[config.mk]
export PLATFORM = sky130hd
export DESIGN_NAME = traffic_phase_sequencer_flat
export DESIGN_NICKNAME = d
export VERILOG_FILES = /design/src/rtl/traffic_phase_sequencer_if.sv /design/src/rtl/traffic_phase_sequencer.sv /design/src/flat_wrapper.sv
export SDC_FILE = /design/constraint.sdc
export NUM_CORES = 1
export LEC_CHECK = 0
export ABC_AREA = 0
export CORE_MARGIN = 4
export CORE_UTILIZATION = 40
export CTS_CLUSTER_SIZE = 8
export DETAILED_ROUTE_END_ITERATION = 16
export PLACE_DENSITY = 0.74
export SLEW_MARGIN = 20
export SYNTH_ARGS = -nofsm -noshare
export SYNTH_HDL_FRONTEND = slang
export SYNTH_SLANG_ARGS = --single-unit
[constraint.sdc]
create_clock -name CLOCK_50 -period 5 [get_ports CLOCK_50]
set_clock_uncertainty 0.1 [all_clocks]
set_input_delay 1 -clock CLOCK_50 [delete_from_list [all_inputs] [get_ports CLOCK_50]]
set_output_delay 1 -clock CLOCK_50 [all_outputs]
set_load 0.1 [all_outputs]
[src/rtl/traffic_phase_sequencer_if.sv]
// Phase-code interface between the sequencer and the light decoder.
// The sequencer drives the phase side; sensors and tick enter here.
interface traffic_phase_sequencer_if #(
  parameter int CNT_W = 6
);
  logic             tick;
  logic             left_req_ew;
  logic             left_req_ns;
  logic [2:0]       phase;
  logic             phase_change;
  logic [CNT_W-1:0] time_left;

  modport master (
    input  tick,
    input  left_req_ew,
    input  left_req_ns,
    output phase,
    output phase_change,
    output time_left
  );

  modport slave (
    output tick,
    output left_req_ew,
    output left_req_ns,
    input  phase,
    input  phase_change,
    input  time_left
  );
endinterface

[src/rtl/traffic_phase_sequencer.sv]
// Eight-phase intersection sequencer timed by a 1 Hz tick.
// Left-arrow phases run only when a turn request is pending.
module traffic_phase_sequencer #(
  parameter int T_GREEN  = 20,
  parameter int T_YELLOW = 3,
  parameter int T_ALLRED = 2,
  parameter int T_LEFT   = 8,
  parameter int CNT_W    = 6
) (
  input  logic                       CLOCK_50,
  input  logic                       resetn,
  traffic_phase_sequencer_if.master  bus
);

  typedef enum logic [2:0] {
    NS_GRN = 3'd0,
    NS_YEL = 3'd1,
    RED_A  = 3'd2,
    EW_LFT = 3'd3,
    EW_GRN = 3'd4,
    EW_YEL = 3'd5,
    RED_B  = 3'd6,
    NS_LFT = 3'd7
  } phase_e;

  phase_e           phase_q, phase_d, succ;
  logic [CNT_W-1:0] time_q, time_d;
  logic             chg_q, chg_d;
  logic             ew_q, ew_d;
  logic             ns_q, ns_d;
  logic             ew_pend, ns_pend;

  function automatic logic [CNT_W-1:0] reload(phase_e p);
    logic [CNT_W-1:0] v;
    v = CNT_W'(T_ALLRED - 1);
    unique case (p)
      NS_GRN, EW_GRN: v = CNT_W'(T_GREEN - 1);
      NS_YEL, EW_YEL: v = CNT_W'(T_YELLOW - 1);
      RED_A, RED_B:   v = CNT_W'(T_ALLRED - 1);
      EW_LFT, NS_LFT: v = CNT_W'(T_LEFT - 1);
    endcase
    return v;
  endfunction

  assign ew_pend = ew_q | bus.left_req_ew;
  assign ns_pend = ns_q | bus.left_req_ns;

  always_comb begin
    succ = NS_GRN;
    unique case (phase_q)
      NS_GRN: succ = NS_YEL;
      NS_YEL: succ = RED_A;
      RED_A:  succ = ew_pend ? EW_LFT : EW_GRN;
      EW_LFT: succ = EW_GRN;
      EW_GRN: succ = EW_YEL;
      EW_YEL: succ = RED_B;
      RED_B:  succ = ns_pend ? NS_LFT : NS_GRN;
      NS_LFT: succ = NS_GRN;
    endcase
  end

  always_comb begin
    phase_d = phase_q;
    time_d  = time_q;
    chg_d   = 1'b0;
    if (bus.tick) begin
      if (time_q != '0) begin
        time_d = time_q - CNT_W'(1);
      end else begin
        phase_d = succ;
        time_d  = reload(succ);
        chg_d   = 1'b1;
      end
    end
    // the served phase discards its own request, even a fresh one
    ew_d = (phase_q == EW_LFT) ? 1'b0 : ew_pend;
    ns_d = (phase_q == NS_LFT) ? 1'b0 : ns_pend;
  end

  always_ff @(posedge CLOCK_50 or negedge resetn) begin
    if (!resetn) begin
      phase_q <= RED_B;
      time_q  <= CNT_W'(T_ALLRED - 1);
      chg_q   <= 1'b0;
      ew_q    <= 1'b0;
      ns_q    <= 1'b0;
    end else begin
      phase_q <= phase_d;
      time_q  <= time_d;
      chg_q   <= chg_d;
      ew_q    <= ew_d;
      ns_q    <= ns_d;
    end
  end

  assign bus.phase        = phase_q;
  assign bus.time_left    = time_q;
  assign bus.phase_change = chg_q;

endmodule

[src/flat_wrapper.sv]
// flat-port wrapper written by rule: the top's interface ports become plain ports
module traffic_phase_sequencer_flat 
#(
  parameter int T_GREEN  = 20,
  parameter int T_YELLOW = 3,
  parameter int T_ALLRED = 2,
  parameter int T_LEFT   = 8,
  parameter int CNT_W    = 6
)
  (CLOCK_50, resetn, bus_tick, bus_left_req_ew, bus_left_req_ns, bus_phase, bus_phase_change, bus_time_left);
  traffic_phase_sequencer_if #(.CNT_W(CNT_W)) bus_i ();
  input  logic CLOCK_50;
  input  logic resetn;
  input wire logic [$bits(bus_i.tick)-1:0] bus_tick;
  input wire logic [$bits(bus_i.left_req_ew)-1:0] bus_left_req_ew;
  input wire logic [$bits(bus_i.left_req_ns)-1:0] bus_left_req_ns;
  output wire logic [$bits(bus_i.phase)-1:0] bus_phase;
  output wire logic [$bits(bus_i.phase_change)-1:0] bus_phase_change;
  output wire logic [$bits(bus_i.time_left)-1:0] bus_time_left;
  assign bus_i.tick = bus_tick;
  assign bus_i.left_req_ew = bus_left_req_ew;
  assign bus_i.left_req_ns = bus_left_req_ns;
  assign bus_phase = bus_i.phase;
  assign bus_phase_change = bus_i.phase_change;
  assign bus_time_left = bus_i.time_left;
  traffic_phase_sequencer #(.T_GREEN(T_GREEN), .T_YELLOW(T_YELLOW), .T_ALLRED(T_ALLRED), .T_LEFT(T_LEFT), .CNT_W(CNT_W)) u_core (.CLOCK_50(CLOCK_50), .resetn(resetn), .bus(bus_i));
endmodule
==> impl_metrics.json, run 1 <==
{
  "status": "completed",
  "grt_pass1_wl_um": 2104,
  "r2r-end": "u_core.bus.time_left[2]",
  "ys.flop_type": "dfrtp_1",
  "cp_max_fo": 10,
  "row_count": 14,
  "path_cells": "clkdlybuf4s50_1",
  "synth_top_area_share_pct": 34.75,
  "final_common_cell": "clkdlybuf4s50_1",
  "cts.sinks": 12,
  "cpLargestDelayFamily": "buffers and inverters",
  "ctsHoldBuffers": 0,
  "num_vias": 494,
  "worstPathArrival_ns": 2.05,
  "synth_edf_count": 0,
  "grt_overflow_total": 0,
  "post-route-period-util_pct": 63.00,
  "numPortBuffers": 14,
  "hold_class": "flip-flop to flip-flop",
  "worstPathRequired_ns": 3.90,
  "die_y_um": 48.25,
  "synth_seq_cells": 12,
  "drc": 0,
  "syn-cell-area_sq_um": 648.1,
  "tns_ns": 0,
  "ctsLongestPathBuffers": 2,
  "syn-num-nets": 69,
  "cts_tree": "yes",
  "drt-initial-drc-count": 2,
  "crit_start": "u_core.bus.phase[1]",
  "synth-async-reset-ratio_pct": 100.0,
  "rsz0062_at_grt": "no",
  "ant_nets": 0,
  "synth-warning-count": 0,
  "start_kind": "flip-flop",
  "layout-drive-gt1-share_pct": 18.18,
  "post_cts_buffers": 0,
  "finalHoldViolCount": 0,
  "clk_latency_ns": 0.27,
  "setup_viol": 0,
  "max_freq_mhz": 317.4,
  "critPathSlowestCell": "clkdlybuf4s50_1",
  "syn_to_final_growth_pct": 25.48,
  "htreeDepth": 1,
  "final_util_pct": 53.37,
  "io-pin-count": 15,
  "seqCellArea_sq_um": 304.0,
  "num-nets-final": 85,
  "n_fill_cell": 134,
  "slowest_delay_ns": 1.16,
  "reg2reg_from": "u_core.bus.time_left[0]",
  "syn_inst": 62,
  "gp_congestion": 0.7434,
  "wl_um": 1224,
  "viasPerCell": 5.312,
  "slew-limit-headroom_pct": 35.00,
  "dpl.hpwl_um": 912.6,
  "worstMarginPinSlew_ns": 0.9719,
  "antenna_found_initial": 0,
  "avgSynthCellArea_sq_um": 10.45,
  "cts_buffers": 3,
  "synth_top_area_cell": "dfrtp_1",
  "cts_root_buf": "clkbuf_4",
  "endpoint": "bus_phase[1]",
  "maxCapViolCount": 0,
  "initial_utilization_pct": 42.53,
  "ys_seq_area_share_pct": 46.91,
  "wl_per_cell_um": 13.16,
  "cts_resized": 0,
  "final_cell_mix": "14 x clkdlybuf4s50_1, 9 x dfrtp_1, 6 x nor2_1",
  "synth_cell_types": 33,
  "crit_path_end_kind": "primary output",
  "core_sq_um": 1524,
  "first_global_vias": 446,
  "whs_ns": 0.4488,
  "path_depth": 1,
  "drv_slew": 0,
  "path_clk_slew_ns": 0.07,
  "antennaDiodeCount": 0,
  "synthTopCellsByArea": "dfrtp_1 35%, dfstp_2 12%, ha_1 3.9%",
  "grt_usage_pct": 13.60,
  "critPathBufInv": 1,
  "finalCriticalPeriod_ns": 3.150,
  "multi_input_area_sq_um": 304.0,
  "r2r_setup_slack_ns": 3.16,
  "die_area_sq_um": 2328,
  "die_x_um": 48.25,
  "firstDrtPassIters": 3,
  "path_class": "flip-flop to primary output",
  "ff2ff_path_depth": 5,
  "grt_max_degree": 13
}
-- cells by family after synthesis --
family / Yosys count / synth area share, %
and+or+nand+nor: 19 / 18.73
AOI/OAI and AO/OA: 17 / 18.34
DFF: 12 / 46.91
buffers and inverters: 8 / 6.176
xor gates and xnor gates: 2 / 2.703
muxes: 2 / 3.282
adders and majority gates: 2 / 3.860
-- per-layer routing --
metal / vias up / global-route usage [%] / share of wire (%) / routed length (um)
met5: - / 0 / 0 / 0
li1: 254 / - / - / -
met1: 227 / 18.96 / 51 / 619
met4: 0 / 8.065 / 1.7 / 21
met3: 4 / 4.428 / 3.5 / 43
met2: 9 / 17.97 / 44 / 539
-- sequential cells by signal, indices dropped and copies added (netlist names) --
name / flops
u_core.bus.phase: 3
u_core.bus.phase_change: 1
u_core.bus.time_left: 6
u_core.ew_q: 1
u_core.ns_q: 1
-- worst register-to-register path, stage by stage (launching register included) --
cell     delay [ns]
dfstp_2        0.55
inv_1          0.08
ha_1           0.19
nor2b_1        0.16
and3_1         0.30
a221o_1        0.36
-- Yosys cell counts (2+ instances only) --
cell type and number:
dfstp_2 3, nand2_1 4, dfrtp_1 9, a21oi_1 3, a31oi_1 3, inv_1 4
ha_1 2, nor2_1 6, o31ai_1 3, buf_2 2
-- worst min-delay path by stage --
| stage | start | depth (start not counted) | endpoint |
|---|---|---|---|
| detailed placement | u_core.ns_q | 2 | u_core.ns_q |
| CTS | u_core.ns_q | 2 | u_core.ns_q |
| global placement | u_core.bus.phase[1] | 2 | u_core.bus.phase[2] |
| finish | u_core.bus.phase[1] | 2 | u_core.bus.phase[2] |
| floorplan | u_core.ns_q | 2 | u_core.ns_q |
| global route | u_core.bus.phase[1] | 2 | u_core.bus.phase[2] |
-- area by class of cell --
cell class | instances | share of cell area (%)
well taps | 16 | 2.462
multi-input cells | 42 | 37.38
inverters | 5 | 2.308
repair buffers | 14 | 17.23
clock buffers | 4 | 3.231
flip-flops and latches | 12 | 37.38
-- per-stage QoR --
stage	area (sq um)	std cells	setup slack (ns)
after CTS	813.3	93	1.836
after floorplan	648.1	62	2.614
after global placement	787.0	89	2.147
final	813.3	93	1.850
after detailed placement	787.0	89	2.134
after global routing	813.3	93	1.795
Power of run 1 is not shown: default switching activity piles up to over one toggle a cycle in this logic, so the estimate is an artifact.
==> run 2: changes to the inputs <==
--- a/config.mk
+++ b/config.mk
@@ -10,7 +10,7 @@
 export CORE_UTILIZATION = 40
 export CTS_CLUSTER_SIZE = 8
 export DETAILED_ROUTE_END_ITERATION = 16
-export PLACE_DENSITY = 0.74
+export PLACE_DENSITY = 0.77
 export SLEW_MARGIN = 20
 export SYNTH_ARGS = -nofsm -noshare
 export SYNTH_HDL_FRONTEND = slang
==> constraint.sdc (replaced) <==
create_clock -name CLOCK_50 -period 2.7 [get_ports CLOCK_50]
set_clock_uncertainty 0.1 [all_clocks]
set_input_delay 0.54 -clock CLOCK_50 [delete_from_list [all_inputs] [get_ports CLOCK_50]]
set_output_delay 0.54 -clock CLOCK_50 [all_outputs]
set_load 0.1 [all_outputs]
==> run 2 against run 1 <==
- critical path depth up 4
- core utilization down 0.99 points
- clock-buffer cell count unchanged
- critical path type is now primary input to flip-flop
- sequential share of layout area up 0.70 points
- design area down 1.8%
- setup slack worse by 1.0 ns
- routed wire length up 5.2%
- sequential cell count unchanged
- first-iteration DRC count rose to 6.0 times the previous value
==> impl_metrics.json, run 2 (synthesized netlist as in run 1, its figures left out) <==
{
  "layout-drive-gt1-share_pct": 32.47,
  "worstPathRequired_ns": 2.75,
  "finalHoldViolCount": 0,
  "seqCellArea_sq_um": 304.0,
  "num_vias": 523,
  "path_cells": "clkdlybuf4s50_1 -> nor4b_1 -> nand2_1 -> xor2_1 -> nor2_1",
  "slowest_delay_ns": 0.60,
  "status": "completed",
  "final_cell_mix": "10 x buf_4, 9 x dfrtp_1, 6 x nor2_1",
  "start_kind": "primary input",
  "hold_class": "flip-flop to flip-flop",
  "drt-initial-drc-count": 12,
  "post_cts_buffers": 0,
  "core_sq_um": 1524,
  "num-nets-final": 85,
  "crit_start": "bus_tick",
  "multi_input_area_sq_um": 304.0,
  "setup_viol": 0,
  "reg2reg_from": "u_core.bus.time_left[1]",
  "rsz0062_at_grt": "no",
  "r2r_setup_slack_ns": 0.84,
  "maxCapViolCount": 0,
  "syn_to_final_growth_pct": 23.17,
  "finalCriticalPeriod_ns": 1.881,
  "max_freq_mhz": 531.6,
  "post-route-period-util_pct": 69.67,
  "cts_buffers": 3,
  "wl_um": 1288,
  "row_count": 14,
  "numPortBuffers": 14,
  "wl_per_cell_um": 13.85,
  "drc": 0,
  "endpoint": "u_core.bus.time_left[5]",
  "tns_ns": 0,
  "crit_path_end_kind": "flip-flop",
  "first_global_vias": 444,
  "drv_slew": 0,
  "ant_nets": 0,
  "worstPathArrival_ns": 1.93,
  "n_fill_cell": 138,
  "viasPerCell": 5.624,
  "final_common_cell": "buf_4",
  "die_x_um": 48.25,
  "cts_resized": 0,
  "cp_max_fo": 7,
  "worstMarginPinSlew_ns": 0.5371,
  "antennaDiodeCount": 0,
  "cts_root_buf": "clkbuf_4",
  "gp_congestion": 0.6953,
  "ff2ff_path_depth": 6,
  "initial_utilization_pct": 42.53,
  "die_area_sq_um": 2328,
  "die_y_um": 48.25,
  "slew-limit-headroom_pct": 64.08,
  "ctsLongestPathBuffers": 2,
  "ctsHoldBuffers": 0,
  "dpl.hpwl_um": 930.3,
  "antenna_found_initial": 0,
  "largest_register_ffs": 6,
  "path_class": "primary input to flip-flop",
  "cts_tree": "yes",
  "critPathSlowestCell": "clkdlybuf4s50_1",
  "grt_overflow_total": 0,
  "grt_max_degree": 13,
  "clk_latency_ns": 0.27,
  "cts.sinks": 12,
  "io-pin-count": 15,
  "firstDrtPassIters": 4,
  "path_clk_slew_ns": 0.08,
  "htreeDepth": 1,
  "r2r-end": "u_core.bus.phase[2]",
  "grt_usage_pct": 12.19,
  "grt_pass1_wl_um": 1973
}
-- run 2: metal layers --
layer	track usage, %	share of wire, %	vias up
met5	0	0	-
met4	4.839	0	0
met3	2.214	5.0	0
met2	18.23	47	18
met1	17.19	48	251
li1	-	-	254
-- run 2: stage by stage --
step	worst slack (ns)	hold slack (ns)	util, %	cell area [sq um]	cells
after floorplan	0.3139	0.1444	-	648.1	62
after global placement	0.6446	0.4219	50.00	762.0	89
after detailed placement	0.5440	0.4316	50.00	762.0	89
after CTS	0.8257	0.4536	52.38	798.3	93
after global routing	0.6785	0.4824	52.38	798.3	93
final	0.8189	0.4447	52.38	798.3	93
-- run 2: worst min-delay path by stage --
stage | endpoint | cells after the start | from
floorplan | u_core.bus.phase[0] | 0 | resetn
global placement | u_core.ns_q | 2 | u_core.ns_q
detailed placement | u_core.ns_q | 2 | u_core.ns_q
CTS | u_core.ns_q | 2 | u_core.ns_q
global route | u_core.ns_q | 2 | u_core.ns_q
finish | u_core.ns_q | 2 | u_core.ns_q
-- run 2: cell type report --
| cell class | instances | area share [%] |
|---|---|---|
| Sequential cell | 12 | 38.09 |
| Multi-Input combinational cell | 42 | 38.09 |
| Timing Repair Buffer | 14 | 14.42 |
| Clock buffer | 4 | 4.545 |
| Tap cell | 16 | 2.508 |
| Inverter | 5 | 2.351 |
-- run 2: worst max-delay path: cells and delay by family --
family	cells	cell delay (ns)
buf+inv	1	0.60
simple gates	3	0.64
xor+xnor	1	0.16
Power of run 2 is left out for the same reason.
==> run 3: changes to the inputs <==
--- a/config.mk
+++ b/config.mk
@@ -10,7 +10,7 @@
 export CORE_UTILIZATION = 40
 export CTS_CLUSTER_SIZE = 8
 export DETAILED_ROUTE_END_ITERATION = 16
-export PLACE_DENSITY = 0.77
+export PLACE_DENSITY = 0.74
 export SLEW_MARGIN = 20
 export SYNTH_ARGS = -nofsm -noshare
 export SYNTH_HDL_FRONTEND = slang
==> constraint.sdc (replaced) <==
create_clock -name CLOCK_50 -period 1.88 [get_ports CLOCK_50]
set_clock_uncertainty 0.1 [all_clocks]
set_input_delay 0.376 -clock CLOCK_50 [delete_from_list [all_inputs] [get_ports CLOCK_50]]
set_output_delay 0.376 -clock CLOCK_50 [all_outputs]
set_load 0.1 [all_outputs]
==> run 3 against run 2 <==
- design area grew 25%
- critical path depth shrank 1
- worst hold slack lost 0.096 ns
- register-to-register slack lost 0.75 ns
- core utilization grew 13 points
- critical path type is now flip-flop to flip-flop
- highest routed layer is now met4
==> impl_metrics.json, run 3 (synthesized netlist as in run 1, its figures left out) <==
{
  "die_y_um": 48.25,
  "cts_resized": 0,
  "row_count": 14,
  "largest_register_ffs": 6,
  "r2r-end": "u_core.bus.time_left[4]",
  "endpoint": "u_core.bus.time_left[4]",
  "status": "completed",
  "met3_length_um": 67,
  "core_sq_um": 1524,
  "ant_nets": 0,
  "io-pin-count": 15,
  "worstMarginPinSlew_ns": 0.5306,
  "dr.max_layer_used": "met4",
  "num-nets-final": 89,
  "finalHoldViolCount": 0,
  "slowest_delay_ns": 0.66,
  "worst_slack_ns": 0.09184,
  "initial_utilization_pct": 42.53,
  "start_kind": "flip-flop",
  "setup_viol": 0,
  "grt_usage_pct": 12.78,
  "ctsHoldBuffers": 0,
  "num_vias": 524,
  "wl_met1_um": 582,
  "cts_tree": "yes",
  "max_freq_mhz": 559.2,
  "cp_max_fo": 5,
  "ctsLongestPathBuffers": 2,
  "final_common_cell": "buf_12",
  "cts_root_buf": "clkbuf_4",
  "final_util_pct": 65.60,
  "worstPathArrival_ns": 1.84,
  "syn_to_final_growth_pct": 54.25,
  "path_clk_slew_ns": 0.08,
  "r2r_setup_slack_ns": 0.09,
  "worstPathRequired_ns": 1.93,
  "viasPerCell": 5.402,
  "drc": 0,
  "numPortBuffers": 14,
  "die_area_sq_um": 2328,
  "wl_per_cell_um": 12.91,
  "path_class": "flip-flop to flip-flop",
  "ff2ff_path_depth": 4,
  "clk_latency_ns": 0.27,
  "antenna_found_initial": 0,
  "crit_path_end_kind": "flip-flop",
  "final_cell_mix": "10 x buf_12, 6 x nor2_1, 5 x dfrtp_1",
  "rsz0062_at_grt": "no",
  "dpl.hpwl_um": 972.9,
  "path_cells": "inv_1 -> or4_4 -> nor2b_4 -> a2bb2oi_1",
  "drv_slew": 0,
  "slew-limit-headroom_pct": 64.52,
  "firstDrtPassIters": 4,
  "die_x_um": 48.25,
  "first_global_vias": 469,
  "layout-drive-gt1-share_pct": 45.68,
  "finalCriticalPeriod_ns": 1.788,
  "wl_um": 1252,
  "grt_max_degree": 13,
  "critPathSlowestCell": "dfstp_4",
  "crit_start": "u_core.bus.phase[2]",
  "hold_class": "primary input to asynchronous set/reset pin",
  "cts.sinks": 12,
  "grt_overflow_total": 0,
  "n_fill_cell": 110,
  "post-route-period-util_pct": 95.12,
  "reg2reg_from": "u_core.bus.phase[2]",
  "cts_buffers": 3,
  "met2_length_um": 589,
  "gp_congestion": 0.7589,
  "post_cts_buffers": 0,
  "maxCapViolCount": 0,
  "antennaDiodeCount": 0,
  "htreeDepth": 1,
  "drt-initial-drc-count": 5,
  "grt_pass1_wl_um": 2021,
  "pre_cts_slack_ns": 0.05672
}
run 3: cell types whose count changed in the layout (fill, tap and decap cells not counted), sizes merged:
cell  before  now
buf       10   14
run 3: final cells by class:
| cell class | count | area [sq um] | area share (%) |
|---|---|---|---|
| multi-input cells | 42 | 329.1 | 32.92 |
| flip-flops and latches | 12 | 322.8 | 32.29 |
| well taps | 16 | 20.02 | 2.003 |
| inverters | 5 | 21.27 | 2.128 |
| clock buffers | 4 | 36.28 | 3.630 |
| repair buffers | 18 | 270.3 | 27.03 |
run 3: worst min-delay path by stage:
stage,endpoint,cells past startpoint,slack (ns)
5_1_grt,u_core.bus.time_left[5],1,0.38
2_1_floorplan,u_core.bus.phase[0],0,-0.02
3_3_place_gp,u_core.ns_q,2,0.42
3_5_place_dp,u_core.ns_q,2,0.43
6_report,u_core.bus.time_left[5],1,0.35
4_1_cts,u_core.bus.time_left[5],1,0.37
run 3: metrics by stage:
| stage | std cells | area, sq um | TNS [ns] | hold slack, ns |
|---|---|---|---|---|
| after global routing | 97 | 999.7 | 0 | 0.3797 |
| after detailed placement | 93 | 963.4 | 0 | 0.4317 |
| after CTS | 97 | 999.7 | 0 | 0.3713 |
| final | 97 | 999.7 | 0 | 0.3486 |
| after floorplan | 62 | 700.7 | -0.1860 | -0.01959 |
| after global placement | 93 | 963.4 | 0 | 0.4205 |
run 3: per-layer routing:
metal	up-vias	track usage, %
met3	2	5.535
met2	12	19.79
met1	248	16.33
li1	262	-
met5	-	0
met4	0	3.226
run 3: critical path, delay by kind of cell (launching register included):
| family | cells | cell delay (ns) |
|---|---|---|
| compound gates | 1 | 0.12 |
| buf+inv | 1 | 0.08 |
| flops | 1 | 0.66 |
| simple gates | 2 | 0.71 |
Power of run 3 is left out for the same reason.
==> edit: new RTL, settings of run 2 <==
Reset style: synchronous (`resetn`), changed in one clocked block.
--- a/src/rtl/traffic_phase_sequencer.sv
+++ b/src/rtl/traffic_phase_sequencer.sv
@@ -79,3 +79,3 @@
 
-  always_ff @(posedge CLOCK_50 or negedge resetn) begin
+  always_ff @(posedge CLOCK_50) begin
     if (!resetn) begin
Function: differs if resetn is asserted again (counterexample within 4 cycles, from zero or initial values and one cycle with resetn low); with resetn held inactive, the same outputs for 10 cycles.
==> edit against run 2 <==
Worst hold slack better by 0.0031 ns. Global-route usage rose by 2.9 points. Sequential share of layout area is 6.9 points lower. Routed wire length grew 4.7%. Sequential cell count is the same. Final area shrank 3.4%. Setup slack got worse by 0.050 ns. Via count increased by 9.0%. Register-to-register slack better by 0.23 ns. Non-clock buffer count is the same. Synthesized area is 4.2% lower. Critical path type unchanged. Largest cell class is now multi-input gates.
==> edit: results (changes against run 2) <==
| Metric | Value |
|---|---|
| Compound-Gate Fraction of Synth Area | `20.97% (was 18.34%)` |
| Final nets | `94 (was 85)` |
| Detailed Route Iter0 Violations | `17 (was 12)` |
| All-layer global routing usage | `15.14% (was 12.19%)` |
| Number of global-route vias before repair | `540 (was 444)` |
| Finished Core Util | `55.75% (was 52.38%)` |
| Synth Area in XOR/XNOR | `2.823% (was 2.703%)` |
| Core footprint | `1383 sq um (was 1524 sq um)` |
| HPWL Detailed | `992.1 microns (was 930.3 microns)` |
| Routed WL | `1348 microns (was 1288 microns)` |
| GR Util met3 | `2.682% (was 2.214%)` |
| Min-delay src | `u_core.ew_q$_SDFF_PP0_ (was u_core.ns_q$_DFF_PN0_)` |
| Outcome | `finished clean (unchanged)` |
| Synthesized Nets | `78 (was 69)` |
| Top layer in use | `met4 (was met3)` |
| Area share of fa/ha/maj cells after synthesis | `4.032% (was 3.861%)` |
| Reg2reg end | `u_core.bus.time_left[1]$_SDFFE_PN0P_ (was u_core.bus.phase[2]$_DFFE_PN1P_)` |
| Reg-to-reg slack, setup | `1.07 ns (was 0.84 ns)` |
| Filler cell count | `148 (was 138)` |
| Post-DP Area | `734.5 sq um (was 762.0 sq um)` |
| GR met1 Demand/Resource | `20.27% (was 17.19%)` |
| Placed insts | `97 (was 89)` |
| Worst r2r src | `u_core.bus.time_left[0]$_SDFFE_PN1P_ (was u_core.bus.time_left[1]$_DFFE_PN0P_)` |
| Met1 wire length | `650 microns (was 612 microns)` |
| Netlist cell types | `34 (was 33)` |
| Dpl ws | `0.5180 ns (was 0.5440 ns)` |
| Area contributors post-synth | `dfxtp_1 39%, o21ai_0 4.8%, nor2_1 4.8% (was dfrtp_1 35%, dfstp_2 12%, ha_1 3.9%)` |
| Maximum fanout along the worst path | `10 (was 7)` |
| Hold Path End | `u_core.ew_q$_SDFF_PP0_ (was u_core.ns_q$_DFF_PN0_)` |
| Share of cells above drive strength 1 | `22.09% (was 32.47%)` |
| Met2 GRT Util | `21.12% (was 18.23%)` |
==> edit: cell type report <==
class | instances | share of cell area [%]
Multi-Input combinational cell | 52 | 44.81
Sequential cell | 12 | 31.17
Timing Repair Buffer | 14 | 14.94
Clock buffer | 4 | 4.708
Tap cell | 15 | 2.435
Inverter | 4 | 1.948
==> edit: worst max-delay path: stages <==
cell,delay [ns]
clkdlybuf4s50_1,0.67
nor4b_2,0.35
nand2_1,0.13
xnor2_1,0.14
and3_1,0.18
==> edit: power breakdown <==
part / leakage (nW) / internal, W / total, W / switching (W)
Sequential: 0.0986 / 0.000191 / 0.000209 / 0.0000188
Clock: 0.0210 / 0.0000820 / 0.000143 / 0.0000609
Combinational: 0.210 / 0.0000505 / 0.000176 / 0.000125
==> edit: kinds of logic (layout without fill, tap and decap cells) <==
logic type | after synthesis | in the layout
xor gates and xnor gates | 2 | 2
adders and majority gates | 2 | 2
and+or+nand+nor | 28 | 28
buffers and inverters | 7 | 22
DFF | 12 | 12
AOI/OAI and AO/OA | 19 | 19
muxes | 1 | 1
==> edit: how the worst max path moves through the flow <==
| stage | end | cells after the start | from |
|---|---|---|---|
| after floorplan | u_core.bus.time_left[0]$_SDFFE_PN1P_ | 6 | u_core.bus.time_left[0]$_SDFFE_PN1P_ |
| after global placement | u_core.bus.time_left[5]$_SDFFE_PN0P_ | 5 | bus_tick |
| after detailed placement | u_core.bus.time_left[5]$_SDFFE_PN0P_ | 5 | bus_tick |
| after CTS | u_core.bus.time_left[5]$_SDFFE_PN0P_ | 5 | bus_tick |
| after global routing | u_core.bus.time_left[5]$_SDFFE_PN0P_ | 5 | bus_tick |
| final | u_core.bus.time_left[5]$_SDFFE_PN0P_ | 5 | bus_tick |
